**src/rtl/pm_arbiter.sv**
```systemverilog
// Single-port 16x8 program/data memory shared round-robin between fetch, store and loader.
// After every reset an init sequencer clears the whole array before any request is served.
module pm_arbiter #(
   parameter int unsigned DATA_W = 8,
   parameter int unsigned ADDR_W = 4
) (
   input  logic              clk_ctrl,
   input  logic              rst_ctrl,
   input  logic              fetch_req,
   input  logic [ADDR_W-1:0] fetch_addr,
   output logic              fetch_ack,
   output logic [DATA_W-1:0] fetch_data,
   input  logic              store_req,
   input  logic [ADDR_W-1:0] store_addr,
   input  logic [DATA_W-1:0] store_data,
   output logic              store_ack,
   input  logic              load_req,
   input  logic [ADDR_W-1:0] load_addr,
   input  logic [DATA_W-1:0] load_data,
   output logic              load_ack,
   output logic              busy,
   output logic [1:0]        grant_id
);

   localparam int unsigned DEPTH = 1 << ADDR_W;

   typedef enum logic {ST_INIT, ST_RUN} state_t;

   state_t              state_q, state_d;
   logic [ADDR_W-1:0]   cnt_q, cnt_d;
   logic [1:0]          ptr_q, ptr_d;
   logic [2:0]          ack_q, ack_d;
   logic [DATA_W-1:0]   fetch_data_q, fetch_data_d;
   logic [1:0]          grant_id_q, grant_id_d;
   logic                busy_q, busy_d;
   logic [DATA_W-1:0]   mem_q [DEPTH];

   logic                mem_we;
   logic [ADDR_W-1:0]   mem_waddr;
   logic [DATA_W-1:0]   mem_wdata;
   logic [3:0]          elig;
   logic [1:0]          cand;
   logic [1:0]          win;
   logic                found;

   function automatic logic [1:0] rr_next(input logic [1:0] c);
      return (c >= 2'd2) ? 2'd0 : c + 2'd1;
   endfunction

   // Next-state, round-robin selection and memory access decode
   always_comb begin
      state_d      = state_q;
      cnt_d        = cnt_q;
      ptr_d        = ptr_q;
      ack_d        = 3'b000;
      fetch_data_d = fetch_data_q;
      grant_id_d   = grant_id_q;
      busy_d       = busy_q;
      mem_we       = 1'b0;
      mem_waddr    = cnt_q;
      mem_wdata    = '0;

      // a requester is masked during its own ack cycle
      elig  = {1'b0, load_req & ~ack_q[2], store_req & ~ack_q[1], fetch_req & ~ack_q[0]};
      cand  = rr_next(ptr_q);
      win   = ptr_q;
      found = 1'b0;
      for (int k = 0; k < 3; k++) begin
         if (!found && elig[cand]) begin
            win   = cand;
            found = 1'b1;
         end
         cand = rr_next(cand);
      end

      case (state_q)
         ST_INIT: begin
            mem_we    = 1'b1;
            mem_waddr = cnt_q;
            cnt_d     = ADDR_W'(cnt_q + 1'b1);
            if (cnt_q == ADDR_W'(DEPTH - 1)) begin
               state_d = ST_RUN;
               busy_d  = 1'b0;
            end
         end
         ST_RUN: begin
            if (found) begin
               ptr_d      = win;
               grant_id_d = win;
               ack_d[win] = 1'b1;
               case (win)
                  2'd0: fetch_data_d = mem_q[fetch_addr];
                  2'd1: begin
                     mem_we    = 1'b1;
                     mem_waddr = store_addr;
                     mem_wdata = store_data;
                  end
                  default: begin
                     mem_we    = 1'b1;
                     mem_waddr = load_addr;
                     mem_wdata = load_data;
                  end
               endcase
            end
         end
         default: state_d = ST_INIT;
      endcase
   end

   always_ff @(posedge clk_ctrl) begin
      if (rst_ctrl) begin
         state_q      <= ST_INIT;
         cnt_q        <= '0;
         ptr_q        <= 2'd2;
         ack_q        <= 3'b000;
         fetch_data_q <= '0;
         grant_id_q   <= 2'd3;
         busy_q       <= 1'b1;
      end else begin
         state_q      <= state_d;
         cnt_q        <= cnt_d;
         ptr_q        <= ptr_d;
         ack_q        <= ack_d;
         fetch_data_q <= fetch_data_d;
         grant_id_q   <= grant_id_d;
         busy_q       <= busy_d;
      end
   end

   // Reset cancels any access decided in the same cycle
   always_ff @(posedge clk_ctrl) begin
      if (mem_we && !rst_ctrl) begin
         mem_q[mem_waddr] <= mem_wdata;
      end
   end

   assign fetch_ack  = ack_q[0];
   assign store_ack  = ack_q[1];
   assign load_ack   = ack_q[2];
   assign fetch_data = fetch_data_q;
   assign busy       = busy_q;
   assign grant_id   = grant_id_q;

endmodule

```
**config.mk**
```make
export PLATFORM = sky130hd
export DESIGN_NAME = pm_arbiter
export DESIGN_NICKNAME = d
export VERILOG_FILES = /design/src/rtl/pm_arbiter.sv
export SDC_FILE = /design/constraint.sdc
export NUM_CORES = 1
export LEC_CHECK = 0
export ABC_CLOCK_PERIOD_IN_PS = 4900
export CAP_MARGIN = 20
export CORE_MARGIN = 10
export CORE_UTILIZATION = 62
export DETAILED_ROUTE_END_ITERATION = 7
export PLACE_DENSITY = 0.84
export RECOVER_POWER = 25
export SLEW_MARGIN = 20
export SYNTH_ARGS = -nofsm -noshare
export SYNTH_HDL_FRONTEND = slang
export SYNTH_SLANG_ARGS = --single-unit
```
**constraint.sdc**
```tcl
create_clock -name clk_ctrl -period 4.9 [get_ports clk_ctrl]
set_clock_uncertainty 0.2 [all_clocks]
set_input_delay 0.49 -clock clk_ctrl [delete_from_list [all_inputs] [get_ports clk_ctrl]]
set_output_delay 0.49 -clock clk_ctrl [all_outputs]
set_load 0.03 [all_outputs]
```
# Word level (Yosys, flattened, before mapping)

Memories as Yosys holds them, arrays and structs flattened. A register that Yosys moved wholly into a read port is not among the register bits.
Cells that the tools add are included.

Output and inout port bits: 14
Register bits after elaboration: 13
Memory bits (writable): 128
Memories kept: 1

Memory list:

| memory | depth | width | read ports | clocked after memory_dff | wr ports | line | RTL |
|---|---|---|---|---|---|---|---|
| mem_q  | 16    | 8     | 1          | 1                        | 1        | 36   | `logic [DATA_W-1:0] mem_q [DEPTH];` |

Add/sub/neg operators: 4
Reductions and logical operators: 12
Bitwise operators: 8
Mux-type cells: 30
Order comparisons: 8
Equality and inequality tests: 2

Operators by type and width:

| kind                  | number |
|---|---|
| $mux W8               | 2 |
| $pmux W4 S2           | 2 |
| $pmux W8 S2           | 1 |
| $mux W1               | 13 |
| $lt A2 B3 Y1 const B  | 4 |
| $mux W2               | 6 |
| $add A2 B1 Y2 const B | 3 |
| $bmux W1 S2           | 3 |
| $ge A2 B2 Y1 const B  | 3 |
| $not A1 Y1            | 5 |
| $add A4 B1 Y4 const B | 1 |
| $eq A4 B4 Y1 const B  | 1 |
| $logic_and A1 B1 Y1   | 4 |
| $mux W4               | 1 |
| $reduce_and A2 Y1     | 2 |
| $and A1 B1 Y1         | 3 |
| $logic_not A1 Y1      | 3 |
| $reduce_and A3 Y1     | 1 |
| $reduce_or A3 Y1      | 1 |
| $demux W1 S2          | 1 |
| $eq A2 B1 Y1 const B  | 1 |
| $ge A2 B1 Y1 const B  | 1 |
| $logic_not A2 Y1      | 1 |
| $pmux W1 S2           | 1 |

# Depth between registers and ports, before layout

Depth after elaboration: 18
Mapped depth: 8
Gate-level depth less buffers: 6

# Least setup slack after synthesis

OpenSTA, ideal clock, no wires.

Kind: input to register
Start point: input fetch_req
End point: memory mem_q[4][0], enable pin
Stages on the path: 8
Required time: 4.327 ns
Data arrival time: 2.240 ns
Path slack: 2.086 ns
Setup time: 0.373 ns
Path through: nor2b_1 -> buf_2 -> o21ai_1 -> and3_4 -> buf_6 -> a222oi_1 -> nand2_1 -> nor2b_1

Longest elaborated chain between the ends: 17
Elaborated cells on any way between the ends: 28
Those cells by class: eq/ne (1); mux (20); bitwise (1); reduce/logical (6)

RTL lines:

| what                          | line | RTL |
|---|---|---|
| from (decl)                   | 9    | `input logic fetch_req,` |
| $and A1 B1 Y1 (*)             | 64   | `elig = {1'b0, load_req & ~ack_q[2], store_req & ~ack_q[1], fetch_req & ~ack_q[0]};` |
| $bmux W1 S2                   | 69   | `if (!found && elig[cand]) begin` |
| $mux W1 (implied by the code) | 69   |  |
| $mux W1                       | 69   |  |
| $logic_not A1 Y1              | 69   |  |
| $logic_and A1 B1 Y1           | 69   |  |
| $mux W1                       | 69   |  |
| $logic_not A1 Y1              | 69   |  |
| $logic_and A1 B1 Y1           | 69   |  |
| $mux W2                       | 69   |  |
| $logic_not A2 Y1              | 91   | `case (win)` |
| $mux W1                       | 91   |  |
| $mux W1                       | 87   | `if (found) begin` |
| $pmux W1 S2                   | 76   | `case (state_q)` |
| $logic_and A1 B1 Y1           | 132  | `if (mem_we && !rst_ctrl) begin` |
| $mux W1                       | 132  |  |
| $mux W1 (implied by the code) | 133  | `mem_q[mem_waddr] <= mem_wdata;` |
| to (decl)                     | 36   |  |

Mark *: on every way between the ends. The rest lies on a longest branch, timed or not. The select of a mux whose other input is x is not followed.

# Final worst setup path

Start point: input fetch_req
End point: memory mem_q[0][5], enable pin

Same word-level chain as after synthesis.

==> metrics.yaml <==
synth_fp_nets: 348
cts-htree-levels: 4
seqPwrFrac_pct: 51.0
grt_pass1_vias: 3351
dieArea_um2: 13890
tns_ns: 0
grt_pass1_wl_um: 19530
hp-class: "register to register"
drt.antenna.violating_nets: 0
grt_max_degree: 26
report.final.hold_viol_count: 0
area_growth_pct: 18.48
seq_area_um2: 4244
slowest_delay_ns: 0.73
ys_types: 48
intPower_mw: 2.115
gp_congestion: 0.8979
clk_latency_ns: 0.52
clkSinkCount: 148
endpoint_kind: "register"
cp-start-kind: "input pin"
viasPerCell: 6.304
final_nets: 399
pin_count: 47
p_comb_share_pct: 5.0
rsz0062_at_grt: "no"
power.leakage_nw: 2.402
syn-cell-area_um2: 5938
drc: 0
setup-violations-final: 0
tightest_slew_ns: 0.8653
critPathRequiredTime_ns: 4.84
fillCellCount: 527
cts_tree: "yes"
rows: 35
arrival_ns: 4.01
worstSetupPathType: "input pin to register"
switchingPower_uw: 575.1
overflow: 0
yosysSeqAreaShare_pct: 71.47
groute.usage.overall_pct: 18.77
holdBufCountCts: 0
synth_most_common_cell: "edfxtp_1"
period_minus_slack_ns: 4.073
crit_buf_inv: 1
initial_core_util_pct: 63.96
wirelength_um: 12690
wire_per_inst_um: 25.08
fmax_mhz: 245.5
firstDrtPassIters: 5
cts_post_setup_buffers_inserted: 0
clkPwrFrac_pct: 44.0
ctsResizeCount: 0
netlist_top_cells_count: "edfxtp_1, mux4_2, nor2_1"
power.density_nw_per_um2: 382.4
dominantRegCellSynth: "edfxtp_1"
drv_cap: 0
path_clk_slew_ns: 0.06
synth.avg_cell_area_um2: 18.91
post-place-ws_ns: 0.8055
synth_top_cell_by_area: "edfxtp_1"
cpMaxStageDelayCell: "a222oi_1"
period_share_pct: 83.13
cp_max_fo: 10
multiInputGateArea_um2: 1598
ys_ff_latch: 148
synth-edff-count: 128
io_buffers: 46
status: "finished clean"
drive_above_1_share_pct: 20.69
cp_top_family: "simple AND/OR/NAND/NOR gates"
numCtsBuffers: 17
cts_root_buf: "clkbuf_8"
yosys.area.top_type_share_pct: 64.73
die_w_um: 117.9
core_area_um2: 9284
die_h_um: 117.9
peakVddDrop_mv: 0.2423
diodes: 0
maxSlewHeadroom_pct: 42.32
finalMaxSlewViolations: 0
async_flop_share_pct: 0
synth.area.top_cells: "edfxtp_1, mux4_2, dfxtp_1, a22o_1, nor2_1"
antenna_found_initial: 0
drt_iter0_markers: 450
setup_ws_ns: 0.8266
post-dp-hpwl_um: 8157
p_sw_share_pct: 21.38
yosys_warnings: 0
path_cells: "dlygate4sd3_1 -> nor2b_1 -> o21ai_0 -> and3_1 -> a222oi_1 -> nand2_1 -> nor2_1"
vias: 3190
cts.path.max_buffers: 2
netlist_instances: 314
-- path summary, 6_finish.rpt --
path | depth (start not counted) | endpoint | slack (ns) | startpoint
setup / recovery | 7 | mem_q[0][5] | 0.83 | fetch_req
hold / removal | 2 | grant_id[0] | 0.27 | grant_id[0]
setup reg to reg | 6 | mem_q[0][5] | 1.02 | ack_q[0]
hold reg to reg | 2 | grant_id[0] | 0.27 | grant_id[0]
-- worst register-to-register path, stage by stage, from the launching register on --
cell and delay, ns:
dfxtp_1 0.31, nor2b_1 0.60, o21ai_0 0.31, and3_1 0.35, a222oi_1 0.73, nand2_1 0.27, nor2_1 0.73
-- layer usage --
layer	vias to the layer above	global-route usage, %	wire [um]
met1	1628	22.62	4760
met5	-	0	0
li1	1387	-	-
met4	0	6.260	151
met3	12	6.811	1178
met2	163	30.70	6601
-- cell type report --
| type | count | area share (%) |
|---|---|---|
| clock buffers | 18 | 5.940 |
| clock inverters | 13 | 1.778 |
| inverters | 5 | 0.2668 |
| multi-input cells | 145 | 22.71 |
| flip-flops and latches | 148 | 60.32 |
| well taps | 129 | 2.294 |
| repair buffers | 48 | 6.687 |
-- power by group through the flow --
stage	clock [mW]	combinational, mW	sequential, mW
6_report	1.18	0.134	1.37
5_1_grt	1.26	0.142	1.37
4_1_cts	1.20	0.134	1.37
3_5_place_dp	0	0.130	1.40
3_3_place_gp	0	0.127	1.40
2_1_floorplan	0	0.0822	1.40
-- cell families after synthesis --
group	Yosys count	share of synthesized area, %
flops	148	71.47
simple gates	59	5.458
compound gates	41	5.331
mux	41	15.34
buf+inv	21	1.749
xor+xnor	3	0.4426
fa+ha+maj	1	0.2107
-- flip-flops by register name, indices dropped and copies added, names as in the netlist --
name        cells
ptr_q           2
cnt_q           4
busy            1
mem_q         128
fetch_data      8
grant_id        1
ack_q           3
state_q         1
-- stage by stage --
stage          utilization [%]  cell area, um^2  hold WS (ns)  total power, mW  std cells
3_5_place_dp             69.85             6485        0.2601            1.530        475
5_1_grt                  75.78             7036        0.2900            2.772        506
2_1_floorplan                -             5938        0.2611            1.479        314
4_1_cts                  75.70             7028        0.2763            2.703        506
3_3_place_gp             69.85             6485        0.2408            1.525        475
6_report                 75.78             7036        0.2671            2.690        506
-- layout by cell type (no fill, tap or decap), drive strengths merged, types with 3 or more instances in the layout --
cell type      Yosys  layout
a21oi              8       8
a22o              16      16
and3               3       3
buf               12       3
clkbuf             4      18
clkdlybuf4s50      0      30
clkinv             1       4
clkinvlp           0       3
dfxtp             20      20
dlygate4sd3        0      15
edfxtp           128     128
inv                4      10
mux4              40      40
nand2              5       5
nand2b             6       6
nand3              4       4
nor2              24      24
nor2b              7       7
o21ai              5       5
Note: power is estimated with default switching activity, not from simulation.
